## config.mk

```make
export PLATFORM = sky130hd
export DESIGN_NAME = avalon_pattern_fill
export DESIGN_NICKNAME = d
export VERILOG_FILES = /design/src/rtl/avalon_pattern_fill.sv
export SDC_FILE = /design/constraint.sdc
export NUM_CORES = 1
export LEC_CHECK = 0
export ABC_AREA = 0
export BUFFER_PORTS_ARGS = -buffer_cell sky130_fd_sc_hd__buf_2
export CORE_ASPECT_RATIO = 1.25
export CORE_MARGIN = 2
export CORE_UTILIZATION = 57
export DETAILED_ROUTE_END_ITERATION = 10
export GPL_TIMING_DRIVEN = 0
export PLACE_DENSITY_LB_ADDON = 0.1
export SYNTH_ARGS = -nofsm -noshare
export SYNTH_HDL_FRONTEND = slang
export SYNTH_SLANG_ARGS = --single-unit
export TNS_END_PERCENT = 20
```

## constraint.sdc

```tcl
create_clock -name iCLK -period 3.6 [get_ports iCLK]
set_input_delay 0.36 -clock iCLK [delete_from_list [all_inputs] [get_ports iCLK]]
set_output_delay 0.36 -clock iCLK [all_outputs]
set_load 0.03 [all_outputs]
```

## src/rtl/avalon_pattern_fill.sv

```systemverilog
// Avalon-MM burst writer: fills one frame buffer with a selectable test pattern.
// One 24-bit RGB pixel per data word; bursts of BURST_LEN beats with no idle
// cycle between them. Busy/done status goes to the video output path.
//
// state   | meaning
// --------+-------------------------------------------------------------
// S_IDLE  | waiting for a start request after reset
// S_LOAD  | pattern and colours latched; first beat prepared
// S_WRITE | issuing bursts; counters advance on each accepted beat
// S_DONE  | frame complete; waiting for the next start request
module avalon_pattern_fill #(
  parameter int ADDR_W    = 27,
  parameter int DATA_W    = 32,
  parameter int H_ACTIVE  = 1920,
  parameter int V_ACTIVE  = 1080,
  parameter int BURST_LEN = 8,
  parameter int BASE_ADDR = 0,
  parameter int BC_W      = $clog2(BURST_LEN) + 1
) (
  input  logic              iCLK,
  input  logic              iRST_n,
  input  logic              iSTART,
  input  logic [2:0]        iMODE,
  input  logic [23:0]       iCOLOR_A,
  input  logic [23:0]       iCOLOR_B,
  input  logic              local_init_done,
  input  logic              avl_waitrequest_n,
  output logic [ADDR_W-1:0] avl_address,
  output logic [DATA_W-1:0] avl_writedata,
  output logic              avl_write,
  output logic              avl_burstbegin,
  output logic [BC_W-1:0]   avl_burstcount,
  output logic              oBUSY,
  output logic              oDONE
);

  // Pixel coordinates are kept 16 bits wide so the checker and ramp patterns
  // can index bits 6 and 7:0 even for tiny frame sizes.
  localparam int XW = 16;

  typedef enum logic [1:0] {S_IDLE, S_LOAD, S_WRITE, S_DONE} state_t;

  state_t            state_q, state_d;
  logic [2:0]        mode_q, mode_d;
  logic [23:0]       col_a_q, col_a_d;
  logic [23:0]       col_b_q, col_b_d;
  logic [XW-1:0]     x_q, x_d;
  logic [XW-1:0]     y_q, y_d;
  logic [BC_W-1:0]   beat_q, beat_d;
  logic [ADDR_W-1:0] addr_q, addr_d;
  logic [23:0]       rgb_q, rgb_d;
  logic              write_q, write_d;
  logic              bb_q, bb_d;

  function automatic logic [23:0] pixel(input logic [2:0] mode,
                                        input logic [23:0] ca,
                                        input logic [23:0] cb,
                                        input logic [XW-1:0] x,
                                        input logic [XW-1:0] y);
    case (mode)
      3'd0:    pixel = ca;
      3'd1:    pixel = (x < XW'(H_ACTIVE / 2)) ? ca : cb;
      3'd2:    pixel = (y < XW'(V_ACTIVE / 2)) ? ca : cb;
      3'd3:    pixel = (x[6] ^ y[6]) ? cb : ca;
      3'd4:    pixel = {x[7:0], x[7:0], x[7:0]};
      default: pixel = cb;
    endcase
  endfunction

  // State and datapath registers with synchronous active-low reset.
  always_ff @(posedge iCLK) begin
    if (!iRST_n) begin
      state_q <= S_IDLE;
      mode_q  <= '0;
      col_a_q <= '0;
      col_b_q <= '0;
      x_q     <= '0;
      y_q     <= '0;
      beat_q  <= '0;
      addr_q  <= ADDR_W'(BASE_ADDR);
      rgb_q   <= '0;
      write_q <= 1'b0;
      bb_q    <= 1'b0;
    end else begin
      state_q <= state_d;
      mode_q  <= mode_d;
      col_a_q <= col_a_d;
      col_b_q <= col_b_d;
      x_q     <= x_d;
      y_q     <= y_d;
      beat_q  <= beat_d;
      addr_q  <= addr_d;
      rgb_q   <= rgb_d;
      write_q <= write_d;
      bb_q    <= bb_d;
    end
  end

  // Next-state and next-beat logic; everything holds unless a beat is accepted.
  always_comb begin
    state_d = state_q;
    mode_d  = mode_q;
    col_a_d = col_a_q;
    col_b_d = col_b_q;
    x_d     = x_q;
    y_d     = y_q;
    beat_d  = beat_q;
    addr_d  = addr_q;
    rgb_d   = rgb_q;
    write_d = write_q;
    bb_d    = bb_q;
    case (state_q)
      S_IDLE, S_DONE: begin
        if (iSTART && local_init_done) begin
          state_d = S_LOAD;
          mode_d  = iMODE;
          col_a_d = iCOLOR_A;
          col_b_d = iCOLOR_B;
          x_d     = '0;
          y_d     = '0;
          beat_d  = '0;
        end
      end
      S_LOAD: begin
        state_d = S_WRITE;
        write_d = 1'b1;
        bb_d    = 1'b1;
        addr_d  = ADDR_W'(BASE_ADDR);
        rgb_d   = pixel(mode_q, col_a_q, col_b_q, '0, '0);
      end
      S_WRITE: begin
        if (write_q && avl_waitrequest_n) begin
          if (x_q == XW'(H_ACTIVE - 1) && y_q == XW'(V_ACTIVE - 1)) begin
            state_d = S_DONE;
            write_d = 1'b0;
            bb_d    = 1'b0;
            addr_d  = ADDR_W'(BASE_ADDR);
          end else begin
            if (x_q == XW'(H_ACTIVE - 1)) begin
              x_d = '0;
              y_d = y_q + XW'(1);
            end else begin
              x_d = x_q + XW'(1);
            end
            rgb_d = pixel(mode_q, col_a_q, col_b_q, x_d, y_d);
            // The address advances only once the whole burst has been accepted.
            if (beat_q == BC_W'(BURST_LEN - 1)) begin
              beat_d = '0;
              addr_d = addr_q + ADDR_W'(BURST_LEN);
              bb_d   = 1'b1;
            end else begin
              beat_d = beat_q + BC_W'(1);
              bb_d   = 1'b0;
            end
          end
        end
      end
      default: state_d = S_IDLE;
    endcase
  end

  assign avl_address    = addr_q;
  assign avl_writedata  = DATA_W'(rgb_q);
  assign avl_write      = write_q;
  assign avl_burstbegin = bb_q;
  assign avl_burstcount = BC_W'(BURST_LEN);
  assign oBUSY          = (state_q == S_LOAD) || (state_q == S_WRITE);
  assign oDONE          = (state_q == S_DONE);

endmodule

```

==> results.json <==
{
  "io_pins": 123,
  "die_y_um": 133,
  "ys_ff_latch": 139,
  "place_area_mm2": 0.00835,
  "hold_buffers": 0,
  "yosys-top-cells-area": "dfxtp_1 (37%), nand2_1 (8.6%), a21oi_1 (6.4%)",
  "core-area_mm2": 0.0131,
  "vias_per_cell": 6.07,
  "wl_mm": 22.9,
  "p_per_area_mw_per_mm2": 618,
  "syn2layout_area_growth_pct": 18.8,
  "grt_max_degree": 17,
  "rsz0062_at_grt": "false",
  "vdd_drop_max_v": 0.000378,
  "max_freq_ghz": 0.289,
  "drv_cap": 0,
  "seq_area_frac_synth_pct": 36.8,
  "die_w_um": 107,
  "worstMarginPinSlew_ns": 0.844,
  "required_ns": 3.94,
  "grt_pass1_wl_mm": 36.4,
  "crit_start": "x_q[11]",
  "finClkSkew_ns": 0.00567,
  "dp_hpwl_mm": 16.3,
  "power.total_uw": 5540,
  "fin_nets": 1180,
  "finalCritPeriodShare_pct": 96.2,
  "leakagePower_uw": 0.00340,
  "synth_edf_count": 0,
  "hold_start": "iCOLOR_A[11]",
  "dpl_worst_slack_ns": -0.0116,
  "synthCells": 976,
  "max_stage_delay_ns": 0.46,
  "drt_iter0_markers": 522,
  "synth_top_area_share_pct": 36.8,
  "clkSlewWorstSetupHoldPaths_ns": 0.06,
  "slew_viol_final": 0,
  "port_buffers": 107,
  "initial_utilization_pct": 57.6,
  "drc_errors": 0,
  "clk_path_buf_depth": 2,
  "hold-worst-slack_ns": 0.164,
  "cp_slowest_cell": "or4_1",
  "yosysWarnings": 0,
  "synthArstFlopShare_pct": 0,
  "die-area_mm2": 0.0142,
  "avgSynthCellArea_um2": 7.74,
  "critPathArrivalTime_ns": 3.81,
  "relSlewSlack_pct": 43.1,
  "hp-class": "in2reg",
  "clock_latency_ns": 0.43,
  "end_kind": "register",
  "path_delay_family": "simple AND/OR/NAND/NOR gates",
  "synth_commonest_cells": "nand2_1 (174), dfxtp_1 (139), a21oi_1 (97)",
  "critical_path_class": "reg2reg",
  "drt_pass1_iterations": 5,
  "cp-start-kind": "register",
  "ys.flop_type": "dfxtp_1",
  "cts_buffers": 17,
  "status": "finished clean",
  "rows": 47,
  "crit_fanout": 9,
  "grt_usage_pct": 32.6,
  "n_fill_cell": 1173,
  "period_needed_ns": 3.46,
  "clockRootBuffer": "clkbuf_16",
  "worstReg2RegStart": "x_q[11]",
  "yosysMostFrequentCell": "nand2_1",
  "syn_area_mm2": 0.00755,
  "path_cells": "buf_6 -> or3_4 -> or4_1 -> buf_4 -> nor4b_4 -> xor2_1 -> o311a_4 -> o311ai_4 -> nand2_1 -> o21ai_0",
  "num_vias": 7893,
  "stdcell_area_mm2": 0.00897,
  "crit_buf_inv": 2,
  "antenna_cells": 0,
  "dp.cells": 1267,
  "grt_pass1_vias": 7216,
  "antenna_found_initial": 0,
  "timing.final.hold_violations": 0,
  "wl_per_cell_um": 17.6,
  "cts.sinks": 139,
  "yosysTopAreaCell": "dfxtp_1",
  "stdcell_count": 1301,
  "gp_congestion": 0.944,
  "grt_overflow": 0,
  "fin_ws_ns": 0.137,
  "cts_tree": "yes",
  "cts_max_level": 4,
  "yosysUniqueCellTypes": 72,
  "drive_gt1_share_pct": 18.8,
  "finalSetupViolCount": 0,
  "ant_nets": 0
}
placed cells by master, fill, tap and decap left out, types with 12 or more instances in the layout:
master / n
nand4_1: 17
a21oi_1: 97
o21ai_0: 51
xnor2_1: 12
xor2_1: 19
dfxtp_1: 139
nor3_1: 20
nand2_1: 174
nor2_1: 80
a221oi_1: 21
nand3_1: 39
inv_1: 14
clkbuf_1: 45
buf_2: 111
clkbuf_16: 17
conb_1: 15
buf_4: 18
o211ai_1: 15
a31oi_1: 20
worst reg2reg max path, cell delays in order (launching register included):
cell and delay, ns:
dfxtp_1 0.30, buf_6 0.13, or3_4 0.37, or4_1 0.46
buf_4 0.19, nor4b_4 0.39, xor2_1 0.15, o311a_4 0.43
o311ai_4 0.37, nand2_1 0.32, o21ai_0 0.26
kinds of logic after synthesis:
kind of cell,share of synthesized area (%)
and+or+nand+nor,26.1
xor gates and xnor gates,3.60
other,0.0994
buffers and inverters,7.67
adders and majority gates,1.16
DFF,36.8
AOI/OAI and AO/OA,23.4
muxes,1.11
cell type report:
cell class / count / area [µm²] / area share, %
multi-input combinational: 747 / 4270 / 47.6
sequential: 139 / 2780 / 31.0
timing repair buffer: 109 / 551 / 6.14
buffer: 86 / 518 / 5.77
clock buffer: 21 / 450 / 5.02
tap: 171 / 214 / 2.39
clock inverter: 11 / 120 / 1.34
inverter: 17 / 63.8 / 0.711
final timing paths:
check / to / slack, ns / cells past startpoint
setup reg to reg: rgb_q[16] / 0.14 / 10
hold reg to reg: col_b_q[20] / 0.47 / 2
hold / removal: col_a_q[11] / 0.16 / 3
setup / recovery: rgb_q[16] / 0.14 / 10
metrics by stage:
step                      util, %  setup TNS (ns)
final                        68.4               0
after global routing         68.4               0
after CTS                    68.1               0
after detailed placement     63.7         -0.0368
after global placement       63.7         -0.0246
after floorplan                 -               0
timing repair:
action | in CTS | in global routing
buffers inserted | 0 | 2
setup endpoints to repair | 9 | 52
pin swaps | 0 | 1
resized for setup | 4 | 9
registers in the layout (all words and copies together), names as in the netlist:
| signal | cells |
|---|---|
| avl_write | 1 |
| beat_q | 4 |
| y_q | 16 |
| col_b_q | 24 |
| avl_address | 24 |
| col_a_q | 24 |
| x_q | 16 |
| state_q | 2 |
| mode_q | 3 |
| avl_burstbegin | 1 |
| rgb_q | 24 |
routing by layer:
metal,GRT usage [%],vias up,part of all wire (%)
met5,0,-,0
met2,56.6,393,50
met1,38.1,3659,38
li1,-,3761,-
met4,17.6,0,4.5
met3,5.12,80,7.6
where the power goes:
part / internal (µW) / switching (µW) / total (µW) / leakage [µW]
combinational: 590 / 1310 / 1900 / 0.00199
sequential: 1750 / 171 / 1920 / 0.00113
clock: 1030 / 691 / 1730 / 0.000273
Note: power is estimated with default switching activity, not from simulation.
